--- src/rtl/nrzi_tx_controller.sv ---
// -----------------------------------------------------------------------------
// nrzi_tx_controller
//
// Frame-level transmit sequencer for an NRZI serial line. Bytes arrive over a
// valid/ready interface and each frame goes out as an 8-bit SYNC pattern, the
// data bytes LSB-first with bit stuffing, and a 3-cycle EOP. Every SYNC/DATA/
// STUFF bit is NRZI-encoded: a raw 0 toggles the line, a raw 1 holds it. One
// bit time equals one clk cycle.
//
// Ports:
//   clk        rising-edge clock, one bit time per cycle
//   rst        synchronous active-low reset
//   tx_data    byte to send
//   tx_valid   tx_data / tx_last are valid
//   tx_last    tx_data is the final byte of the frame
//   tx_ready   controller accepts a byte on this cycle's edge
//   line_out   NRZI line level (registered)
//   line_oe    line driver enable (registered)
//   busy       frame in progress
//   frame_done one-cycle pulse, frame completed normally
//   frame_err  one-cycle pulse, frame aborted on underrun
// -----------------------------------------------------------------------------
module nrzi_tx_controller #(
    parameter logic [7:0]  SYNC_PATTERN = 8'h80,
    parameter int unsigned STUFF_LEN    = 6,
    parameter logic        IDLE_LEVEL   = 1'b1
) (
    input  logic       clk,
    input  logic       rst,
    input  logic [7:0] tx_data,
    input  logic       tx_valid,
    input  logic       tx_last,
    output logic       tx_ready,
    output logic       line_out,
    output logic       line_oe,
    output logic       busy,
    output logic       frame_done,
    output logic       frame_err
);

    typedef enum logic [2:0] {
        IDLE,
        SYNC,
        DATA,
        STUFF,
        EOP
    } state_t;

    localparam logic [2:0] STUFF_CNT = 3'(STUFF_LEN);

    // The state register names the slot currently on the line. The combinational
    // block works one slot ahead: it picks the next slot and its raw bit so that
    // line_out can be registered and still change on the same edge as the state.
    state_t     state, state_nxt;
    logic [2:0] bit_idx, bit_idx_nxt;     // index of the data/sync bit on the line
    logic [2:0] ones_cnt, ones_nxt;       // consecutive raw 1s, including the current bit
    logic [1:0] eop_cnt, eop_cnt_nxt;
    logic       underrun, underrun_nxt;   // current frame ends with frame_err
    logic [7:0] hold_reg;
    logic       hold_full;
    logic       hold_last;
    logic [7:0] shift_reg;
    logic       shift_last;
    logic       last_accepted;            // tx_last byte taken, no more transfers this frame

    logic       accept;
    logic       load_shift;
    logic       at_boundary;
    logic       done_nxt, err_nxt;
    logic [7:0] next_byte;
    logic       raw_nxt;
    logic       line_out_nxt;

    assign busy   = (state != IDLE);
    assign accept = tx_valid & tx_ready;

    always_comb begin
        tx_ready = 1'b0;
        if (rst) begin
            unique case (state)
                IDLE:              tx_ready = 1'b1;
                SYNC, DATA, STUFF: tx_ready = !hold_full && !last_accepted;
                default:           tx_ready = 1'b0;
            endcase
        end
    end

    // Next-slot selection.
    always_comb begin
        // NOTE: every variable assigned here gets a default first, so no path
        // leaves one unassigned and no latch is inferred.
        state_nxt    = state;
        bit_idx_nxt  = bit_idx;
        eop_cnt_nxt  = eop_cnt;
        underrun_nxt = underrun;
        load_shift   = 1'b0;
        at_boundary  = 1'b0;
        done_nxt     = 1'b0;
        err_nxt      = 1'b0;

        unique case (state)
            IDLE: begin
                if (accept) begin
                    state_nxt    = SYNC;
                    bit_idx_nxt  = 3'd0;
                    underrun_nxt = 1'b0;
                end
            end
            SYNC: begin
                if (bit_idx == 3'd7) begin
                    state_nxt   = DATA;
                    bit_idx_nxt = 3'd0;
                    load_shift  = 1'b1;
                end else begin
                    bit_idx_nxt = bit_idx + 3'd1;
                end
            end
            DATA: begin
                // A stuff bit takes priority over the byte boundary, so a run of
                // ones ending a byte (or the frame) is still broken up.
                if (ones_cnt == STUFF_CNT) begin
                    state_nxt = STUFF;
                end else if (bit_idx == 3'd7) begin
                    at_boundary = 1'b1;
                end else begin
                    bit_idx_nxt = bit_idx + 3'd1;
                end
            end
            STUFF: begin
                // bit_idx still points at the data bit sent before the stuff bit.
                if (bit_idx == 3'd7) begin
                    at_boundary = 1'b1;
                end else begin
                    state_nxt   = DATA;
                    bit_idx_nxt = bit_idx + 3'd1;
                end
            end
            EOP: begin
                if (eop_cnt == 2'd2) begin
                    state_nxt = IDLE;
                    done_nxt  = !underrun;
                    err_nxt   = underrun;
                end else begin
                    eop_cnt_nxt = eop_cnt + 2'd1;
                end
            end
            default: state_nxt = IDLE;
        endcase

        if (at_boundary) begin
            bit_idx_nxt = 3'd0;
            if (shift_last) begin
                state_nxt   = EOP;
                eop_cnt_nxt = 2'd0;
            end else if (hold_full) begin
                state_nxt  = DATA;
                load_shift = 1'b1;
            end else begin
                state_nxt    = EOP;
                eop_cnt_nxt  = 2'd0;
                underrun_nxt = 1'b1;
            end
        end

        // Raw bit and line level for the slot being entered.
        next_byte = load_shift ? hold_reg : shift_reg;
        unique case (state_nxt)
            SYNC:    raw_nxt = SYNC_PATTERN[bit_idx_nxt];
            DATA:    raw_nxt = next_byte[bit_idx_nxt];
            STUFF:   raw_nxt = 1'b0;
            default: raw_nxt = 1'b1;
        endcase

        ones_nxt     = 3'd0;
        line_out_nxt = IDLE_LEVEL;
        unique case (state_nxt)
            SYNC, DATA, STUFF: begin
                line_out_nxt = raw_nxt ? line_out : ~line_out;
                ones_nxt     = raw_nxt ? ones_cnt + 3'd1 : 3'd0;
            end
            EOP:     line_out_nxt = (eop_cnt_nxt == 2'd2) ? IDLE_LEVEL : 1'b0;
            default: line_out_nxt = IDLE_LEVEL;
        endcase
    end

    always_ff @(posedge clk) begin
        if (!rst) begin
            // NOTE: the byte registers are cleared as well, so a frame started
            // after a mid-frame reset sees no stale holding byte or flags.
            state         <= IDLE;
            bit_idx       <= 3'd0;
            ones_cnt      <= 3'd0;
            eop_cnt       <= 2'd0;
            underrun      <= 1'b0;
            hold_reg      <= 8'h00;
            hold_full     <= 1'b0;
            hold_last     <= 1'b0;
            shift_reg     <= 8'h00;
            shift_last    <= 1'b0;
            last_accepted <= 1'b0;
            line_out      <= IDLE_LEVEL;
            line_oe       <= 1'b0;
            frame_done    <= 1'b0;
            frame_err     <= 1'b0;
        end else begin
            // NOTE: non-blocking assignments throughout, so every register
            // updates from the same pre-edge values.
            state      <= state_nxt;
            bit_idx    <= bit_idx_nxt;
            ones_cnt   <= ones_nxt;
            eop_cnt    <= eop_cnt_nxt;
            underrun   <= underrun_nxt;
            line_out   <= line_out_nxt;
            line_oe    <= (state_nxt != IDLE);
            frame_done <= done_nxt;
            frame_err  <= err_nxt;

            // accept and load_shift never coincide: tx_ready is low while full.
            if (accept) begin
                hold_reg  <= tx_data;
                hold_full <= 1'b1;
                hold_last <= tx_last;
            end else if (load_shift) begin
                hold_full <= 1'b0;
            end

            if (load_shift) begin
                shift_reg  <= next_byte;
                shift_last <= hold_last;
            end

            if (state == EOP && state_nxt == IDLE) begin
                last_accepted <= 1'b0;
            end else if (accept && tx_last) begin
                last_accepted <= 1'b1;
            end
        end
    end

endmodule

--- config.mk ---
export PLATFORM = sky130hd
export DESIGN_NAME = nrzi_tx_controller
export DESIGN_NICKNAME = d
export VERILOG_FILES = /design/src/rtl/nrzi_tx_controller.sv
export SDC_FILE = /design/constraint.sdc
export NUM_CORES = 1
export LEC_CHECK = 0
export BUFFER_PORTS_ARGS = -buffer_cell sky130_fd_sc_hd__buf_2
export CORE_MARGIN = 1
export CORE_UTILIZATION = 30
export DETAILED_ROUTE_END_ITERATION = 16
export GPL_TIMING_DRIVEN = 0
export MAX_ROUTING_LAYER = met4
export PLACE_DENSITY = 0.47
export SYNTH_ARGS = -nofsm -noshare
export SYNTH_HDL_FRONTEND = slang
export SYNTH_SLANG_ARGS = --single-unit
export TNS_END_PERCENT = 30
--- constraint.sdc ---
create_clock -name clk -period 2.75 [get_ports clk]
set_input_delay 0.55 -clock clk [delete_from_list [all_inputs] [get_ports clk]]
set_output_delay 0.55 -clock clk [all_outputs]
set_load 0.01 [all_outputs]
==> results of run 1 <==
-- kinds of logic after synthesis --
kind of cell	Yosys count	share of synthesized area
compound gates	43	0.150
xor+xnor	1	0.00466
fa+ha+maj	8	0.0533
buf+inv	22	0.0513
flops	36	0.383
mux	15	0.0865
simple gates	95	0.271
-- metal layers --
| layer | global-route usage | vias up |
|---|---|---|
| li1 | - | 823 |
| met1 | 0.209 | 769 |
| met2 | 0.238 | 23 |
| met3 | 0.0315 | 8 |
| met4 | 0.0786 | 0 |
| met5 | - | - |
-- power groups by stage --
stage | sequential (mW) | combinational [mW] | clock [mW]
after global placement | 0.556 | 0.0863 | 0
after floorplan | 0.554 | 0.0561 | 0
final | 0.544 | 0.0894 | 0.515
after CTS | 0.543 | 0.0886 | 0.526
after global routing | 0.546 | 0.0993 | 0.546
after detailed placement | 0.556 | 0.0864 | 0
-- cells in the final DEF, fill, tap and decap left out, types with 4 or more instances in the layout --
| master | netlist | routed |
|---|---|---|
| o21ai_0 | 6 | 6 |
| buf_2 | 2 | 19 |
| nand2_1 | 14 | 14 |
| and2_1 | 5 | 5 |
| ha_1 | 8 | 6 |
| mux2i_1 | 14 | 14 |
| and3_1 | 5 | 5 |
| dfxtp_1 | 36 | 35 |
| a211oi_1 | 4 | 4 |
| nand3_1 | 6 | 6 |
| clkbuf_1 | 5 | 5 |
| clkbuf_8 | 0 | 7 |
| nor2_1 | 33 | 33 |
| nor2b_1 | 5 | 5 |
| a21oi_1 | 14 | 13 |
| inv_1 | 13 | 13 |
-- cell type report --
type | count | share of cell area
clock buffer | 7 | 0.0431
clock inverter | 1 | 0.0134
multi-input combinational | 162 | 0.494
sequential | 36 | 0.323
timing repair buffer | 18 | 0.0414
inverter | 13 | 0.0218
tap | 75 | 0.0420
buffer | 9 | 0.0213
-- worst max-delay path: stages (launching register included) --
cell      delay (ns)
dfxtp_1         0.37
ha_4            0.16
ha_4            0.18
inv_1           0.05
ha_1            0.26
and2b_1         0.19
o211ai_1        0.26
a221o_1         0.35
a221oi_2        0.05
o211ai_1        0.22
nand4_2         0.17
nor3b_2         0.20
-- path summary, 6_finish.rpt --
check	start	cells past startpoint	endpoint	slack, ns
worst max register to register	bit_idx[1]	11	ones_cnt[1]	0.16
worst max-delay path	bit_idx[1]	11	ones_cnt[1]	0.16
worst min register to register	underrun	2	frame_err	0.45
worst min-delay path	underrun	2	frame_err	0.45
-- through the flow --
stage	instances	hold WS (ns)	setup slack (ns)	utilization
final	321	0.452	0.161	0.373
after global routing	321	0.479	0.0107	0.373
after CTS	320	0.460	0.0240	0.368
after detailed placement	312	0.449	-0.144	0.344
after global placement	312	0.450	-0.190	0.344
after floorplan	220	0.407	0.310	-
-- repair_timing --
item	CTS	global route
endpoints found under the setup margin	4	4
endpoints found under the hold margin	0	0
buffers inserted	0	1
resized for setup	3	5
pin swaps	1	6
==> reports/results.ini, run 1 <==
[final_layout]
multi_input_area_um2=1100
nNetsFinal=265
regArea_um2=722
drive_gt1_frac=0.179
n_fill_cell=649
fin_area_um2=2230
antenna_cells=0
area_growth_pct=18.9

[cts]
cts_tree=yes
path_clk_slew_ns=0.07
htreeDepth=2
cts_buffers=5
numClockSinks=36
clock_latency_ns=0.29
cts_root_buf=clkbuf_8
clockBufferDepth=2
postCtsHoldBufs=0

[yosys]
synth_common_cells=dfxtp_1, nor2_1, a21oi_1, mux2i_1, nand2_1
syn_nets=240
synth_area_leaders=dfxtp_1, mux2i_1, nor2_1, ha_1, a21oi_1
syn_inst=220
ys_async_sr_fraction=0
synth_top_area_frac=0.383
netlist_area_um2=1880
ys_seq_area_frac=0.383
yosysMostFrequentCell=dfxtp_1
synth_ff_type=dfxtp_1
yosys.area.top_type=dfxtp_1
synth-edff-count=0
ys_ff_latch=36
ys.warnings.count=0
avgSynthCellArea_um2=8.54
synth_cell_types=47

[global_routing]
grt_overflow=0
antenna_found_initial=0
grt_use_total=0.161
grt_pass1_wl_um=7580
grt_max_degree=12
grt_pass1_vias=1527

[floorplanning]
ios=18
row_count=28
dieArea_um2=6580
chipHeight_um=81.1
start_util=0.314
core-area_um2=5990
die_x_um=81.1

[routing]
ant_nets=0
top_layer=met4
dr_wl_met3_um=104
wl_met2_um=2070
drt_first_pass_iters=4
drc=0
drt-met1-wl_um=2300
num_vias=1623
routed_wl_um=4580
drt_iter0_markers=68
vias_per_cell=5.06
wl_per_cell_um=14.3

[sta]
finalSetupViolations=0
fin_setup_tns_ns=0
hold_viol_final=0
worst_pin_slew_ns=0.649
fmax_mhz=386
post-route-period-util=0.941
rsz0062_at_grt=false
min_period_ns=2.59
clock_skew_ns=0.00612
maxSlewHeadroom=0.564
finalMaxSlewViolations=0

[min_path]
hold_class=flip-flop to flip-flop

[critical_path]
worst_ep_arrival_time_ns=2.75
critPathKind=flip-flop to flip-flop
cp_max_fo=8
cp_data_required_time_ns=2.91
crit_path_start_kind=flip-flop
crit_path_end_kind=flip-flop

[place]
port_buffers=17
postPlaceCellArea_um2=2060
post-dp-hpwl_um=3330
globalplace.congestion=0.794

[pwr]
power.internal_mw=0.892
p_leak_nw=0.943
p_comb_frac=0.078
report.power.total_mw=1.15
swShare=0.223
pwr_density_cell_nw_per_um2=514
irDropWorstVdd_mv=0.344
power_frac_seq=0.474
clkPwrFrac=0.449
p_switching_mw=0.257

[flow_run]
max_cap_viol_count=0

[status]
status=completed

Power figures use the tool's default switching activity.
==> inputs of run 2 (changes only) <==
--- a/config.mk
+++ b/config.mk
@@ -11,7 +11,7 @@
 export DETAILED_ROUTE_END_ITERATION = 16
 export GPL_TIMING_DRIVEN = 0
 export MAX_ROUTING_LAYER = met4
-export PLACE_DENSITY = 0.47
+export PLACE_DENSITY = 0.49
 export SYNTH_ARGS = -nofsm -noshare
 export SYNTH_HDL_FRONTEND = slang
 export SYNTH_SLANG_ARGS = --single-unit
==> constraint.sdc (replaced) <==
create_clock -name clk -period 2.2 [get_ports clk]
set_input_delay 0.44 -clock clk [delete_from_list [all_inputs] [get_ports clk]]
set_output_delay 0.44 -clock clk [all_outputs]
set_load 0.01 [all_outputs]
==> reports/results.ini, run 2 (synthesis results as in run 1) <==
[status]
status=finished with violations
violations=negative setup slack

[floorplanning]
chipHeight_um=81.1  ; unchanged
core-area_um2=5990  ; unchanged
row_count=28  ; unchanged
ios=18  ; unchanged
die_x_um=81.1  ; unchanged
dieArea_um2=6580  ; unchanged
start_util=0.314  ; unchanged

[global_routing]
antenna_found_initial=0  ; unchanged
grt_use_total=0.157  ; -0.00402
grt_pass1_vias=1474  ; -3.5%
grt_max_degree=12  ; unchanged
grt_overflow=0  ; unchanged
grt_pass1_wl_um=7490  ; -1.2%

[pwr]
swShare=0.242  ; +0.0183
clkPwrFrac=0.378  ; -0.071
power_frac_seq=0.532  ; +0.058
irDropWorstVdd_mv=0.425  ; +24%
p_leak_nw=0.940  ; -0.35%
pwr_density_cell_nw_per_um2=572  ; +11%
power.internal_mw=0.967  ; +8.4%
p_comb_frac=0.090  ; +0.012
p_switching_mw=0.308  ; +20%

[final_layout]
drive_gt1_frac=0.199  ; +0.0203
fin_area_um2=2230  ; -0.28%
area_growth_pct=18.6
nNetsFinal=265  ; unchanged
layout_common_cells=dfxtp_1, nor2_1, buf_2
antenna_cells=0  ; unchanged
final_common_cell=dfxtp_1
post-route-util=0.372  ; -0.00104

[critical_path]
cp_data_required_time_ns=2.36  ; -0.55 ns
max_stage_delay_ns=0.37  ; about the same
slowest_stage=dfxtp_4
cp_max_fo=9  ; +1
critPathKind=flip-flop to flip-flop
worst_ep_arrival_time_ns=2.66  ; -0.09 ns
crit_path_end_kind=flip-flop
path_cells=ha_4 > ha_4 > inv_2 > ha_4 > and2b_1 > o211ai_1 > a221o_1 > a221oi_2 > o211ai_1 > nand4_2 > nor3b_2
crit_path_start_kind=flip-flop
rrSetupSlack_ns=-0.30  ; -0.46 ns
cpMostUsedCell=ha_4

[routing]
drc=0  ; unchanged
drt_first_pass_iters=4  ; unchanged
drt_iter0_markers=57  ; -16%
num_vias=1604  ; -1.2%
ant_nets=0  ; unchanged
wl_per_cell_um=14.1  ; -1.5%
vias_per_cell=5.00  ; -1.2%
routed_wl_um=4510  ; -1.5%

[cts]
clockBufferDepth=2  ; unchanged
path_clk_slew_ns=0.07  ; about the same
numClockSinks=36  ; unchanged
clock_latency_ns=0.28  ; about the same
htreeDepth=2  ; unchanged
cts_buffers=5  ; unchanged
cts_tree=yes
cts_root_buf=clkbuf_8

[sta]
post-route-period-util=1.14  ; +0.195
finalWorstSetupSlack_ns=-0.300  ; -0.461 ns
finalMaxSlewViolations=0  ; unchanged
finalSetupViolations=4  ; +4
min_period_ns=2.50  ; -0.0890 ns
rsz0062_at_grt=true
clock_skew_ns=0.00540  ; -0.000721 ns
fmax_mhz=400  ; +3.6%
worst_pin_slew_ns=0.611  ; -0.0384 ns
maxSlewHeadroom=0.590  ; +0.0258
hold_viol_final=0  ; unchanged

[min_path]
hold_class=primary input to flip-flop

[place]
port_buffers=17  ; unchanged
globalplace.congestion=0.816  ; +2.8%
post-dp-hpwl_um=3340  ; +0.22%
postPlaceCellArea_um2=2120  ; +3.0%

[flow_run]
max_cap_viol_count=0  ; unchanged

run 2: timing repair:
action | in CTS | in global routing
endpoints found under the setup margin | 4 | 4
buffers inserted | 0 | 1
pin swaps | 0 | 1
gates resized for setup | 2 | 0
hold buffers | 0 | 0
gates cloned | 0 | 0
run 2: metrics by stage:
step	power (mW)	setup slack [ns]	hold slack, ns	TNS (ns)	instances
global placement	0.805	-0.405	0.445	-1.54	312
finish	1.28	-0.300	0.383	-1.14	321
detailed placement	0.806	-0.399	0.439	-1.51	312
CTS	1.29	-0.325	0.379	-1.27	320
floorplan	0.765	-0.0184	0.407	-0.0627	220
global route	1.34	-0.444	0.388	-1.72	321
run 2: per-layer routing:
layer | global-route usage | share of wire | routed length, µm
met2 | 0.247 | 0.46 | 2080
met4 | 0.0536 | 0.0095 | 43
met3 | 0.0360 | 0.043 | 192
met1 | 0.197 | 0.49 | 2200
met5 | - | 0 | 0
run 2: final cells by class:
type                            count  area (µm²)
Fill cell                         635        3760
Multi-Input combinational cell    162        1130
Sequential cell                    36         726
Tap cell                           75        93.8
Timing Repair Buffer               18        92.6
Clock buffer                        6        82.6
Inverter                           13        48.8
Buffer                              9        47.5
Clock inverter                      2        10.0
run 2: worst max-delay path: cells and delay by family, from the launching register on:
kind                     cells  cell delay (ns)
AO/OA/AOI/OAI                4             0.83
adder cells (fa/ha/maj)      3             0.56
AND/OR/NAND/NOR              3             0.56
flip-flops                   1             0.37
buffers and inverters        1             0.05
run 2: power by group through the flow:
| stage | combinational, mW | sequential, mW | clock (mW) |
|---|---|---|---|
| floorplan | 0.0721 | 0.693 | 0 |
| global placement | 0.111 | 0.695 | 0 |
| detailed placement | 0.111 | 0.695 | 0 |
| CTS | 0.113 | 0.679 | 0.497 |
| global route | 0.127 | 0.681 | 0.528 |
| finish | 0.115 | 0.679 | 0.482 |
run 2: final timing paths:
check | from | endpoint | cells after the start
max reg2reg | bit_idx[0] | ones_cnt[1] | 11
min reg2reg | underrun | frame_done | 1
min | tx_data[2] | hold_reg[2] | 3
max | bit_idx[0] | ones_cnt[1] | 11
